`src/rtl/digseg_scanner_pkg.sv`:
```
// Shared constants and types for the multiplexed seven-segment scanner.
// Segment patterns are {a,b,c,d,e,f,g} with a as the MSB, active-high.
package digseg_scanner_pkg;

    localparam int NIB_W      = 4;
    localparam int SEG_W      = 7;
    localparam int MAX_DIGITS = 8;

    typedef logic [NIB_W-1:0] nibble_t;
    typedef logic [SEG_W-1:0] seg_t;

    localparam seg_t SEG_BLANK = 7'b000_0000;

    localparam seg_t SEG_HEX_0 = 7'h7E;
    localparam seg_t SEG_HEX_1 = 7'h30;
    localparam seg_t SEG_HEX_2 = 7'h6D;
    localparam seg_t SEG_HEX_3 = 7'h79;
    localparam seg_t SEG_HEX_4 = 7'h33;
    localparam seg_t SEG_HEX_5 = 7'h5B;
    localparam seg_t SEG_HEX_6 = 7'h5F;
    localparam seg_t SEG_HEX_7 = 7'h70;
    localparam seg_t SEG_HEX_8 = 7'h7F;
    localparam seg_t SEG_HEX_9 = 7'h73;
    localparam seg_t SEG_HEX_A = 7'h77;
    localparam seg_t SEG_HEX_B = 7'h1F;
    localparam seg_t SEG_HEX_C = 7'h4E;
    localparam seg_t SEG_HEX_D = 7'h3D;
    localparam seg_t SEG_HEX_E = 7'h4F;
    localparam seg_t SEG_HEX_F = 7'h47;

    // A one-digit display still needs a 1-bit index register.
    function automatic int idx_width(input int digits);
        return (digits > 1) ? $clog2(digits) : 1;
    endfunction

endpackage

```
`src/rtl/digseg_hex_decode.sv`:
```
// Combinational hex nibble to seven-segment pattern decoder.
module digseg_hex_decode
    import digseg_scanner_pkg::*;
(
    input  logic [3:0] nibble,
    output logic [6:0] seg
);

    always_comb begin
        seg = SEG_BLANK;
        case (nibble)
            4'h0: seg = SEG_HEX_0;
            4'h1: seg = SEG_HEX_1;
            4'h2: seg = SEG_HEX_2;
            4'h3: seg = SEG_HEX_3;
            4'h4: seg = SEG_HEX_4;
            4'h5: seg = SEG_HEX_5;
            4'h6: seg = SEG_HEX_6;
            4'h7: seg = SEG_HEX_7;
            4'h8: seg = SEG_HEX_8;
            4'h9: seg = SEG_HEX_9;
            4'hA: seg = SEG_HEX_A;
            4'hB: seg = SEG_HEX_B;
            4'hC: seg = SEG_HEX_C;
            4'hD: seg = SEG_HEX_D;
            4'hE: seg = SEG_HEX_E;
            4'hF: seg = SEG_HEX_F;
            default: seg = SEG_BLANK;
        endcase
    end

endmodule

```
`src/rtl/digseg_scanner.sv`:
```
// Time-multiplexed N-digit hex seven-segment scanner with shadow registers.
// Optional leading-zero suppression is built when DIGSEG_LZS_EN is defined.
module digseg_scanner
    import digseg_scanner_pkg::*;
#(
    parameter int DIGITS      = 4,
    parameter int REFRESH_DIV = 50000,
    parameter int BLANK_CYC   = 8
)
(
    input  logic                  clk,
    input  logic                  rst,
    input  logic [4*DIGITS-1:0]   data_i,
    input  logic                  load_i,
    input  logic [DIGITS-1:0]     blank_i,
    output logic [6:0]            seg_o,
    output logic [DIGITS-1:0]     an_o,
    output logic                  frame_o
);

    localparam int TICK_W = $clog2(REFRESH_DIV);
    localparam int IDX_W  = idx_width(DIGITS);

    localparam logic [TICK_W-1:0] TICK_LAST  = TICK_W'(REFRESH_DIV - 1);
    localparam logic [TICK_W-1:0] TICK_BLANK = TICK_W'(BLANK_CYC);
    localparam logic [IDX_W-1:0]  IDX_LAST   = IDX_W'(DIGITS - 1);

    logic [4*DIGITS-1:0] shadow_data_reg;
    logic [DIGITS-1:0]   shadow_blank_reg;
    logic [TICK_W-1:0]   tick_reg;
    logic [TICK_W-1:0]   tick_next;
    logic [IDX_W-1:0]    idx_reg;
    logic [IDX_W-1:0]    idx_next;
    logic                frame_reg;
    logic                frame_next;
    logic [DIGITS-1:0]   an_reg;
    logic [DIGITS-1:0]   an_next;
    logic [6:0]          seg_reg;
    logic [6:0]          seg_next;

    logic [3:0]          nibble_arr [DIGITS];
    logic [DIGITS-1:0]   lzs_vec;
    logic [DIGITS-1:0]   dark_vec;
    logic [3:0]          cur_nibble;
    logic                cur_dark;
    logic [6:0]          cur_seg;
    logic                slot_end;

    genvar gi;

    generate
        for (gi = 0; gi < DIGITS; gi++) begin : g_digit
            assign nibble_arr[gi] = shadow_data_reg[gi*4 +: 4];
            assign dark_vec[gi]   = shadow_blank_reg[gi] | lzs_vec[gi];
        end
    endgenerate

`ifdef DIGSEG_LZS_EN
    // upper_zero[k] is set when nibbles k..DIGITS-1 are all zero; digit 0 is never suppressed.
    logic [DIGITS:1] upper_zero;
    assign upper_zero[DIGITS] = 1'b1;
    assign lzs_vec[0]         = 1'b0;
    generate
        for (gi = 1; gi < DIGITS; gi++) begin : g_lzs
            assign upper_zero[gi] = (nibble_arr[gi] == 4'h0) && upper_zero[gi+1];
            assign lzs_vec[gi]    = upper_zero[gi];
        end
    endgenerate
`else
    assign lzs_vec = '0;
`endif

    assign cur_nibble = nibble_arr[idx_reg];
    assign cur_dark   = dark_vec[idx_reg];

    digseg_hex_decode u_decode (
        .nibble (cur_nibble),
        .seg    (cur_seg)
    );

    assign slot_end = (tick_reg == TICK_LAST);

    always_comb begin
        tick_next  = tick_reg + 1'b1;
        idx_next   = idx_reg;
        frame_next = 1'b0;
        if (slot_end) begin
            tick_next = '0;
            if (idx_reg == IDX_LAST) begin
                idx_next   = '0;
                frame_next = 1'b1;
            end else begin
                idx_next = idx_reg + 1'b1;
            end
        end
    end

    // Digit enable stays off for the first BLANK_CYC ticks of every slot so the
    // previous digit's segments never ghost onto the newly selected anode.
    always_comb begin
        an_next  = '0;
        seg_next = SEG_BLANK;
        if (!cur_dark) begin
            seg_next = cur_seg;
            if (tick_reg >= TICK_BLANK) begin
                an_next = DIGITS'(1) << idx_reg;
            end
        end
    end

    always_ff @(posedge clk or negedge rst) begin
        if (!rst) begin
            shadow_data_reg  <= '0;
            shadow_blank_reg <= '0;
            tick_reg         <= '0;
            idx_reg          <= '0;
            frame_reg        <= 1'b0;
            an_reg           <= '0;
            seg_reg          <= SEG_BLANK;
        end else begin
            if (load_i) begin
                shadow_data_reg  <= data_i;
                shadow_blank_reg <= blank_i;
            end
            tick_reg  <= tick_next;
            idx_reg   <= idx_next;
            frame_reg <= frame_next;
            an_reg    <= an_next;
            seg_reg   <= seg_next;
        end
    end

    assign seg_o   = seg_reg;
    assign an_o    = an_reg;
    assign frame_o = frame_reg;

endmodule

```
`config.mk`:
```
export PLATFORM = sky130hd
export DESIGN_NAME = digseg_scanner
export DESIGN_NICKNAME = d
export VERILOG_FILES = /design/src/rtl/digseg_scanner_pkg.sv /design/src/rtl/digseg_hex_decode.sv /design/src/rtl/digseg_scanner.sv
export SDC_FILE = /design/constraint.sdc
export NUM_CORES = 1
export LEC_CHECK = 0
export BUFFER_PORTS_ARGS = -buffer_cell sky130_fd_sc_hd__buf_2
export CORE_AREA = 4 4 95 97
export DETAILED_ROUTE_END_ITERATION = 8
export DIE_AREA = 0 0 99 101
export PLACE_DENSITY_LB_ADDON = 0.25
export SYNTH_ARGS = -nofsm -noshare
export SYNTH_HDL_FRONTEND = slang
export SYNTH_SLANG_ARGS = --single-unit
```
`constraint.sdc`:
```
create_clock -name clk -period 6.3 [get_ports clk]
set_clock_uncertainty 0.15 [all_clocks]
set_input_delay 1.26 -clock clk [delete_from_list [all_inputs] [get_ports clk]]
set_output_delay 1.26 -clock clk [all_outputs]
set_load 0.02 [all_outputs]
```
Word-level counts from Yosys, hierarchy flattened --
Memory sizes are Yosys's and may differ from the RTL's. Index checks and enable logic that the tools add are counted.
Cells by class: $lt $le $gt $ge 3, mux-type cells 12, add/subtract/negate cells 2, bitwise operators 1, equality and inequality tests 2, shift-type cells 1
Operator list (number):
- 16-bit by 1-bit adder with 16-bit output (second input constant) | 1
- 16-bit == test (second input constant) | 1
- 16-bit by 4-bit >= comparator with 1-bit output (second input constant) | 1
- 16-bit 2-to-1 mux | 1
- 4-bit 2-to-1 mux | 4
- 4-bit binary-select mux with 2-bit select | 1
- 7-bit 2-to-1 mux | 1
- 1-bit by 2-bit << shifter with 4-bit output (first input constant) | 1
- 3-bit >= comparator (second input constant) | 1
- 2-bit by 3-bit less-than comparator with 1-bit output (second input constant) | 1
- 1-bit 2-to-1 mux | 3
- 2-bit inverter with 3-bit output | 1
- 2-bit by 1-bit adder with 2-bit output (second input constant) | 1
- 1-bit binary-select mux with 2-bit select | 1
- 2-bit == test (second input constant) | 1
- 2-bit 2-to-1 mux | 1
Word-level totals: memories 1, output and inout port bits 12, bits in registers 50, ROM bits 112
Memories:
- (name not given) | depth 16, width 7, rd ports 1, clocked after Yosys merged registers in 0, write ports 0, line digseg_hex_decode.sv:11 | case (nibble)

Depth between registers and ports, before layout --
Gate-level depths: netlist of run 1. An unclocked memory read counts as a cell.
depth after elaboration 6, depth in mapped cells 8, depth with buffers taken out 7

Modules after synthesis --
Synthesis of run 1 repeated with hierarchy kept, for this count alone.
Second synthesis, totals: cells, all modules 199, area total of the unflattened synthesis 2441.1 um^2
Modules (own cells, without submodules):
- digseg_scanner | cells each 160, sequential area each 1251.2 um^2, times used 1, area an instance 2163.3 um^2
- digseg_hex_decode | cells each 39, sequential area each 0.0 um^2, times used 1, area an instance 277.8 um^2

Least setup slack after synthesis of run 1 --
OpenSTA, ideal clock, no wires.
path kind in2reg, from input port load_i, to register shadow_blank_reg[0], in the netlist dark_vec[0], path buffers 1, arrival time 1942 ps, path slack 4083 ps, stages 2, setup time 125 ps, data required time 6025 ps, path through clkbuf_1 mux2_2
RTL lines:
- start, declared | line digseg_scanner.sv:14 | input logic load_i,
- end signal, assigned | line digseg_scanner.sv:123 | shadow_blank_reg <= blank_i;
- end, declared | line digseg_scanner.sv:29 | logic [DIGITS-1:0] shadow_blank_reg;
No word-level cell between the ends.

Worst setup path in the final report of run 1 --
from register idx_reg[0], to register seg_reg[3], in the netlist seg_o[3]
On the way: cells in the longest elaborated chain, start to end 6, elaborated cells on any way between the ends 8, classes of those cells 6 x mux; 1 x bitwise; 1 x memory
RTL lines:
- start, declared | line digseg_scanner.sv:32 | logic [IDX_W-1:0] idx_reg;
- start signal, assigned | line digseg_scanner.sv:126 | idx_reg <= idx_next;
- 2-bit inverter with 3-bit output (implied by the code) | line digseg_scanner.sv:73 | assign cur_nibble = nibble_arr[idx_reg];
- 4-bit binary-select mux with 2-bit select | line digseg_scanner.sv:73
- 4-bit 2-to-1 mux (implied by the code) (2 in a row) | line digseg_scanner.sv:73
- memory read 16 x 7 bit
- 7-bit 2-to-1 mux (*) | line digseg_scanner.sv:103 | if (!cur_dark) begin
- via seg_next[3] | line digseg_scanner.sv:39 | logic [6:0] seg_next;
- end signal, assigned | line digseg_scanner.sv:129 | seg_reg <= seg_next;
- end, declared | line digseg_scanner.sv:38 | logic [6:0] seg_reg;
The timed path passes the listed nets; every way through them passes the cells marked *. The select of a mux whose other input is x is not followed. A chain may end at the register's enable or synchronous reset.

==> results of run 1 <==
[layout by cell type, fill, tap and decap left out, types with 5 or more instances in the layout]
master,n
inv_1,10
nor2_1,12
mux2_2,20
o21ai_0,8
and2_1,5
a21oi_1,6
ha_1,11
nand2_1,9
and4_1,5
dfrtp_1,50
nand3_1,8
xor2_1,6
buf_2,34
clkbuf_8,7
[stage by stage]
step | hold WS (ns) | area (µm²)
final | 0.350 | 2750
after global routing | 0.376 | 2750
after CTS | 0.354 | 2750
after detailed placement | 0.337 | 2650
after global placement | 0.332 | 2650
after floorplan | 0.307 | 2390
[power by group]
part | switching (mW) | internal, mW | total (mW)
combinational | 0.0479 | 0.0385 | 0.0865
sequential | 0.00786 | 0.341 | 0.349
clock | 0.105 | 0.101 | 0.205
total | 0.160 | 0.480 | 0.641
[final cells by class]
cell class                 count  area [µm²]
sequential                    50        1250
clock buffer                   7        96.3
timing repair buffer          35         178
inverter                      10        37.5
multi-input combinational    128        1050
tap                          105         131
fill                         836        5380
clock inverter                 1        8.76
[final timing paths]
path | to | slack, ns | cells after the start
max reg2reg | seg_o[3]$_DFF_PN0_ | 3.84 | 7
max in group asynchronous | tick_reg[4]$_DFF_PN0_ | 4.68 | 2
max | seg_o[3]$_DFF_PN0_ | 3.84 | 7
min in group asynchronous | frame_o$_DFF_PN0_ | 0.91 | 2
min reg2reg | tick_reg[10]$_DFF_PN0_ | 0.35 | 1
min | tick_reg[10]$_DFF_PN0_ | 0.35 | 1
[layer usage]
layer / global-route usage [%] / wire length (µm) / share of wire, %
met1: 13.5 / 2170 / 49
met2: 13.4 / 1970 / 45
met3: 2.35 / 201 / 4.6
met4: 3.47 / 62 / 1.4
met5: 0 / 0 / 0
[cells by family after synthesis]
family | Yosys count
buffers and inverters | 18
multiplexers | 29
XOR/XNOR | 10
adder cells (fa/ha/maj) | 11
AO/OA/AOI/OAI | 22
AND/OR/NAND/NOR | 56
flip-flops | 50
[critical path, delay by kind of cell, from the launching register on]
kind	cells	cell delay [ns]
AOI/OAI and AO/OA	2	0.20
adders and majority gates	1	0.26
buffers and inverters	2	0.28
DFF	1	0.58
muxes	2	0.92
==> summary.txt, run 1 <==
Floorplanning
  – Starting density of the core: 29.4%
  – Core Rows: 33
  – Die Span X: 99 µm
  – Core area: 0.00813 mm²
  – Die span in y: 101 µm
  – Number of I/O pins: 35
  – Die area: 0.0100 mm²

Logic synthesis
  – Adder-cell area share of the yosys netlist: 5.75%
  – Sequential area share after synthesis: 52.3%
  – Synth Flop Type: dfrtp_1
  – Warnings from Yosys: 0
  – Number of flops mapped to enable cells by yosys: 0
  – Synth top area share: 52.3%
  – Net Count, Synth: 230
  – Cell taking the most area after synthesis: dfrtp_1
  – Synth top area cells: dfrtp_1 52%, mux2_2 9.4%, ha_1 5.8%
  – Mux contribution to synthesized area: 16.1%
  – Netlist Area Pre-Place: 0.00239 mm²
  – Synth Area in Compound Gates: 5.65%
  – Mapped Cells: 196
  – Simple-gate portion of the synthesized area: 12.7%
  – Mapped Avg Cell Area: 12.2 µm²
  – Synth top cells by count: 50 x dfrtp_1, 20 x mux2_2, 12 x nor2_1, 11 x ha_1, 10 x inv_1
  – Most numerous cell in the Yosys netlist: dfrtp_1
  – Largest family of logic cells by synthesized area: multiplexers
  – FF+latch count, synth: 50
  – Yosys cell types: 35
  – Xor/xnor share of the synthesized area: 3.66%
  – Async SR Flop Fraction: 100%

Routing
  – Routed via count: 1562
  – Via density: 4.65
  – Routed len/inst: 13.1 µm
  – Routed WL: 4.41 mm
  – DRC errors left: 0
  – DRT Pass-1 Iters: 4
  – Final ANT Viol Nets: 0
  – 1st-iter DRT viols: 54

Timing
  – Setup tns final: 0 ns
  – Final setup fails: 0
  – Worst Max-Slew Pin Slew: 0.623 ns
  – FMAX: 0.406 GHz
  – RSZ-0062 raised after global routing: false
  – Max Slew Vio Count: 0
  – Hold Violations, Final: 0
  – Min Tclk post-route: 2.46 ns
  – Rel. slew slack: 58.5%
  – Tcrit/Tclk final: 39.1%
  – Worst setup margin: 3.84 ns

Clocking
  – Clock sinks: 50
  – CTS root buf: clkbuf_8
  – CTS tree: yes
  – Resize count post-CTS: 0
  – Max clock buf depth: 2
  – Skew-Pair Late Insertion Delay: 0.30 ns
  – Post-CTS setup buffer count: 0
  – Post-CTS Hold Buffers: 0
  – Clk slew on worst S/H paths: 0.09 ns
  – CTS Buf Count: 5
  – CTS HTree Levels: 2

Cells and area
  – Layout Area Growth over Synthesis: 15.0%
  – Final core utilization: 33.8%
  – Non-filler cells, final: 336
  – Fraction of layout cells with a size suffix above 1: 29.0%
  – Fin nets: 264
  – Number of diodes: 0

Setup path
  – Critical-path cell list: mux4_1 > inv_1 > ha_1 > inv_1 > mux2i_1 > a32oi_1 > a21oi_1
  – Startpoint Class: register
  – Largest stage delay, worst path: 0.71 ns
  – Most frequent CP cell: inv_1
  – Crit path launch: idx_reg[0]$_DFFE_PN0N_
  – Critical-path top delay cell: mux4_1
  – Critical path fanouts, max: 8
  – Critical Path AT: 2.54 ns
  – R2R Path Start: idx_reg[0]$_DFFE_PN0N_
  – Worst path required time: 6.38 ns
  – WS Path Type: register to register
  – Worst Setup End Kind: register

Placement
  – GP Congestion: 0.723
  – Setup slack at placement: 3.84 ns
  – Buffers added on ports: 34
  – Dpl cells: 328
  – DP HPWL: 3.21 mm

Pwr
  – Power per cell area: 233 mW/mm²
  – Overall power: 0.641 mW
  – Peak VDD IR: 75.0 µV
  – Leakage power: 1.27 nW

Outcome
  – Status: completed

Job
  – MaxCap Viol Count: 0

GRT
  – First-pass GRT wire length: 7.40 mm
  – Initial antenna violation count: 0
  – Vias in the first global route: 1513
  – Grt ovf: 0
  – Total global-route track usage: 9.34%
  – Largest net degree at the start of global routing: 51

Worst hold path
  – Hold Crit Class: register to register
  – Min-delay src: tick_reg[10]$_DFF_PN0_
Note: power is estimated with default switching activity, not from simulation.
==> inputs of run 2 (changes only) <==
clock period = 2.2 ns   (was 6.3 ns; I/O delays follow)
==> run 2 against run 1 <==
Global-route usage grew 0.22 points. Combinational power grew to 3.0 times the previous value. Setup slack lost 3.7 ns. Critical endpoint is now seg_o[0]$_DFF_PN0_.
==> summary.txt, run 2 (synthesis results as in run 1) <==
Worst hold path
  – End of the worst hold path: shadow_data_reg[7]$_DFFE_PN0P_
  – Min-delay src: data_i[7]
  – Hold Crit Class: input pin to register
  – Worst hold stages: 2

Timing
  – Tcrit/Tclk final: 93.7%
  – Worst Max-Slew Pin Slew: 0.551 ns
  – Worst setup margin: 0.138 ns
  – RSZ-0062 raised after global routing: false
  – Min Tclk post-route: 2.06 ns
  – Final setup fails: 0
  – Rel. slew slack: 63.3%
  – Setup tns final: 0 ns
  – Max Slew Vio Count: 0
  – Hold Violations, Final: 0
  – FMAX: 0.485 GHz

Setup path
  – Worst Setup End Kind: register
  – FF-to-FF path depth: 6
  – WS Path Type: register to register
  – Critical Path AT: 2.10 ns
  – Crit path launch: idx_reg[0]$_DFFE_PN0N_
  – R2R Path Start: idx_reg[0]$_DFFE_PN0N_
  – FF-to-FF End: seg_o[0]$_DFF_PN0_
  – Startpoint Class: register
  – FF-to-FF setup slack: 0.14 ns
  – Worst path required time: 2.24 ns
  – Critical path fanouts, max: 4

GRT
  – Total global-route track usage: 9.56%
  – Largest net degree at the start of global routing: 26
  – Vias in the first global route: 1581
  – Grt ovf: 0
  – First-pass GRT wire length: 7.71 mm
  – Initial antenna violation count: 0

Pwr
  – Internal Power: 1.43 mW
  – Gate power share: 13.5%
  – Clock share of power: 34.0%
  – Leakage power: 1.31 nW
  – Sw frac: 24.7%
  – Power per cell area: 673 mW/mm²
  – Switching power of the nets: 0.470 mW
  – Peak VDD IR: 282 µV
  – Reg power frac: 52.6%

Outcome
  – Status: completed

Cells and area
  – Layout Area Growth over Synthesis: 18.2%
  – Number of diodes: 0
  – Commonest cells after routing, fill and taps aside: 49 x dfrtp_1, 34 x buf_2, 20 x mux2_2
  – Fin nets: 274
  – Post-route cell area: 0.00283 mm²
  – Final core utilization: 34.8%
  – Most common cell after layout, fill and taps aside: dfrtp_1
  – Fraction of layout cells with a size suffix above 1: 32.8%

Floorplanning
  – Number of I/O pins: 35
  – Die area: 0.0100 mm²
  – Die Span X: 99 µm
  – Core Rows: 33
  – Starting density of the core: 29.4%
  – Die span in y: 101 µm
  – Core area: 0.00813 mm²

Routing
  – Via density: 4.56
  – Routed via count: 1578
  – Routed WL: 4.55 mm
  – DRC errors left: 0
  – 1st-iter DRT viols: 54
  – Final ANT Viol Nets: 0
  – Routed len/inst: 13.1 µm
  – DRT Pass-1 Iters: 4

Clocking
  – CTS tree: yes
  – Skew-Pair Late Insertion Delay: 0.30 ns
  – Clock sinks: 50
  – CTS root buf: clkbuf_8
  – CTS HTree Levels: 2
  – Clk slew on worst S/H paths: 0.09 ns
  – CTS Buf Count: 5
  – Max clock buf depth: 2

Placement
  – Dpl cell area: 0.00271 mm²
  – DP HPWL: 3.45 mm
  – Setup slack at placement: 0.0927 ns
  – GP Congestion: 0.803
  – Buffers added on ports: 34

Job
  – MaxCap Viol Count: 0
==> run 2: cell count changes in the layout (fill, tap and decap cells not counted), sizes merged <==
cell	change
clkinvlp	+1
dlygate4sd3	+1
clkinv	-1
bufinv	+1
buf	+9
clkbuf	-1
==> run 2: metal layers <==
layer | part of all wire, % | track usage [%] | vias to the layer above
met1 | 50 | 13.3 | 764
li1 | - | - | 779
met4 | 1.3 | 3.57 | 0
met3 | 4.4 | 2.56 | 4
met5 | 0 | 0 | -
met2 | 44 | 14.2 | 31
==> run 2: area by class of cell <==
cell class                      instances  area (µm²)
Fill cell                             835        5310
Timing Repair Buffer                   45         255
Sequential cell                        50        1250
Inverter                               10        37.5
Multi-Input combinational cell        128        1040
Tap cell                              105         131
Clock buffer                            6        72.6
Clock inverter                          2        37.5
==> run 2: worst max-delay path by stage <==
stage          slack (ns)                  to  depth (start not counted)
5_1_grt              0.01  seg_o[0]$_DFF_PN0_                          6
2_1_floorplan        0.05  seg_o[3]$_DFF_PN0_                          8
6_report             0.14  seg_o[0]$_DFF_PN0_                          6
4_1_cts              0.08  seg_o[3]$_DFF_PN0_                          7
3_3_place_gp         0.15  seg_o[3]$_DFF_PN0_                          7
3_5_place_dp         0.09  seg_o[3]$_DFF_PN0_                          7
==> run 2: through the flow <==
stage / total power, mW / hold WS, ns / cells
floorplan: 1.18 / -0.00559 / 196
finish: 1.90 / 0.216 / 346
global route: 2.00 / 0.213 / 346
CTS: 1.94 / 0.204 / 345
detailed placement: 1.28 / 0.329 / 336
global placement: 1.27 / 0.330 / 336
==> run 2: power groups by stage <==
| stage | registers (mW) | logic [mW] | clock network [mW] |
|---|---|---|---|
| 3_3_place_gp | 1.02 | 0.256 | 0 |
| 5_1_grt | 1.01 | 0.286 | 0.707 |
| 6_report | 1.00 | 0.256 | 0.647 |
| 2_1_floorplan | 1.04 | 0.141 | 0 |
| 3_5_place_dp | 1.02 | 0.258 | 0 |
| 4_1_cts | 1.00 | 0.260 | 0.678 |
==> run 2: repair_timing <==
action | in CTS | in global routing
setup buffers | 0 | 1
endpoints found under the setup margin | 0 | 3
hold buffers | 1 | 0
gates resized for setup | 0 | 4
hold endpoints to repair | 17 | 0
==> run 2: worst max-delay path, cell delays in order, from the launching register on <==
cell      delay, ns
dfrtp_2        0.41
mux4_2         0.53
buf_4          0.16
ha_1           0.23
nand2_1        0.09
o21ai_0        0.08
a221oi_1       0.30
==> inputs of run 3 (changes only) <==
==> constraint.sdc (replaced) <==
create_clock -name clk -period 2.2 [get_ports clk]
set_clock_uncertainty 0.15 [all_clocks]
set_input_delay 0.22 -clock clk [delete_from_list [all_inputs] [get_ports clk]]
set_output_delay 0.22 -clock clk [all_outputs]
set_load 0.02 [all_outputs]
==> run 3 against run 2 <==
Sequential share of layout area is 2.4 points lower. Via count is 3.7% higher. Maximum frequency is 1.2% lower. Global-route usage is 0.88 points higher. Hold slack worse by 0.19 ns. Register-to-register slack worse by 0.03 ns. First-iteration DRC count is 24% higher. Critical path type unchanged. Largest cell class unchanged. Largest power group unchanged.
==> summary.txt, run 3 (synthesis results as in run 1) <==
Setup path
  – Worst path required time: 2.28 ns
  – Critical path fanouts, max: 4
  – Startpoint Class: register
  – WS Path Type: register to register
  – Worst Setup End Kind: register
  – Critical Path AT: 2.17 ns

Floorplanning
  – Core area: 0.00813 mm²
  – Number of I/O pins: 35
  – Starting density of the core: 29.4%
  – Die Span X: 99 µm
  – Die span in y: 101 µm
  – Die area: 0.0100 mm²
  – Core Rows: 33

Pwr
  – Leakage power: 1.38 nW
  – Clock share of power: 29.8%
  – Overall power: 1.83 mW
  – Peak VDD IR: 305 µV
  – Power per cell area: 610 mW/mm²
  – Reg power frac: 54.8%
  – Switching power of the nets: 0.486 mW
  – Gate power share: 15.5%
  – Internal Power: 1.34 mW
  – Sw frac: 26.6%

Clocking
  – Clock sinks: 50
  – CTS HTree Levels: 2
  – CTS tree: yes
  – Post-CTS setup buffer count: 0
  – Skew-Pair Late Insertion Delay: 0.30 ns
  – Clk slew on worst S/H paths: 0.09 ns
  – CTS root buf: clkbuf_8
  – CTS Buf Count: 5
  – Max clock buf depth: 2

Cells and area
  – Number of diodes: 0
  – Final core utilization: 36.8%
  – Most common cell after layout, fill and taps aside: dfrtp_1
  – Fin nets: 292
  – Fraction of layout cells with a size suffix above 1: 30.5%
  – Layout Area Growth over Synthesis: 25.1%
  – Commonest cells after routing, fill and taps aside: 49 x dfrtp_1, 34 x buf_2, 20 x mux2_2, 20 x dlygate4sd3_1, 12 x nor2_1
  – Post-route cell area: 0.00299 mm²

Placement
  – Buffers added on ports: 34
  – GP Congestion: 0.797
  – DP HPWL: 3.49 mm
  – Dpl cell area: 0.00271 mm²

Routing
  – 1st-iter DRT viols: 67
  – Via density: 4.49
  – Routed via count: 1636
  – DRT Pass-1 Iters: 6
  – DRC errors left: 0
  – Routed len/inst: 13.1 µm
  – Final ANT Viol Nets: 0
  – Routed WL: 4.77 mm

Timing
  – Max Slew Vio Count: 0
  – Tcrit/Tclk final: 94.9%
  – Worst Max-Slew Pin Slew: 0.545 ns
  – Rel. slew slack: 63.7%
  – Setup tns final: 0 ns
  – RSZ-0062 raised after global routing: false
  – Final setup fails: 0
  – Hold Violations, Final: 0
  – Min Tclk post-route: 2.09 ns
  – FMAX: 0.479 GHz

GRT
  – Total global-route track usage: 10.4%
  – Initial antenna violation count: 0
  – Grt ovf: 0
  – First-pass GRT wire length: 8.24 mm
  – Vias in the first global route: 1667
  – Largest net degree at the start of global routing: 25

Outcome
  – Status: completed

Worst hold path
  – Hold Crit Class: input pin to register

Job
  – MaxCap Viol Count: 0
==> run 3: cell count changes in the layout (fill, tap and decap cells not counted), sizes merged <==
cell / change
buf: -1
bufinv: -1
clkbuf: -1
clkinv: +2
dlygate4sd3: +19
==> run 3: per-layer routing <==
metal / up-vias / global-route usage [%] / routed length, µm
met5: - / 0 / 0
met4: 0 / 4.41 / 87
met3: 5 / 2.56 / 177
met2: 27 / 16.2 / 2160
met1: 790 / 13.9 / 2350
li1: 814 / - / -
==> run 3: final timing paths <==
check / start / endpoint / slack (ns) / cells past startpoint
min in group asynchronous: rst / tick_reg[5]$_DFF_PN0_ / 0.27 / 2
max: idx_reg[0]$_DFFE_PN0N_ / seg_o[3]$_DFF_PN0_ / 0.11 / 7
min reg2reg: tick_reg[10]$_DFF_PN0_ / tick_reg[10]$_DFF_PN0_ / 0.35 / 1
max in group asynchronous: rst / seg_o[4]$_DFF_PN0_ / 1.00 / 3
min: data_i[12] / shadow_data_reg[12]$_DFFE_PN0P_ / 0.02 / 2
max reg2reg: idx_reg[0]$_DFFE_PN0N_ / seg_o[3]$_DFF_PN0_ / 0.11 / 7
==> run 3: final cells by class <==
type | instances | area (µm²)
clock buffers | 5 | 68.8
clock inverters | 3 | 21.3
fillers | 801 | 5140
inverters | 10 | 37.5
multi-input cells | 128 | 1040
flip-flops and latches | 50 | 1250
well taps | 105 | 131
repair buffers | 63 | 438
==> run 3: what timing repair did <==
action                                  4_1_cts  5_1_grt
gates resized for setup                       0        4
endpoints found under the setup margin        0        3
hold buffers                                 20        0
hold endpoints to repair                     41        0
==> run 3: per-stage QoR <==
stage	cells	hold WS, ns	setup WS [ns]
after global routing	364	0.00249	0.00820
after CTS	364	0.0110	0.0183
after floorplan	196	-0.226	0.0525
final	364	0.0232	0.112
after global placement	336	0.103	0.149
after detailed placement	336	0.100	0.0435
==> run 3: worst max-delay path: stages, from the launching register on <==
cell	delay, ns
dfrtp_2	0.42
mux4_2	0.53
inv_1	0.15
ha_1	0.26
inv_1	0.11
mux2i_1	0.19
a32oi_1	0.07
a21oi_1	0.14
==> run 3: power groups by stage <==
stage / clock network [mW] / registers, mW / logic [mW]
floorplan: 0 / 1.04 / 0.141
global placement: 0 / 1.02 / 0.256
detailed placement: 0 / 1.02 / 0.257
CTS: 0.572 / 1.00 / 0.285
global route: 0.616 / 1.01 / 0.316
finish: 0.544 / 1.00 / 0.282
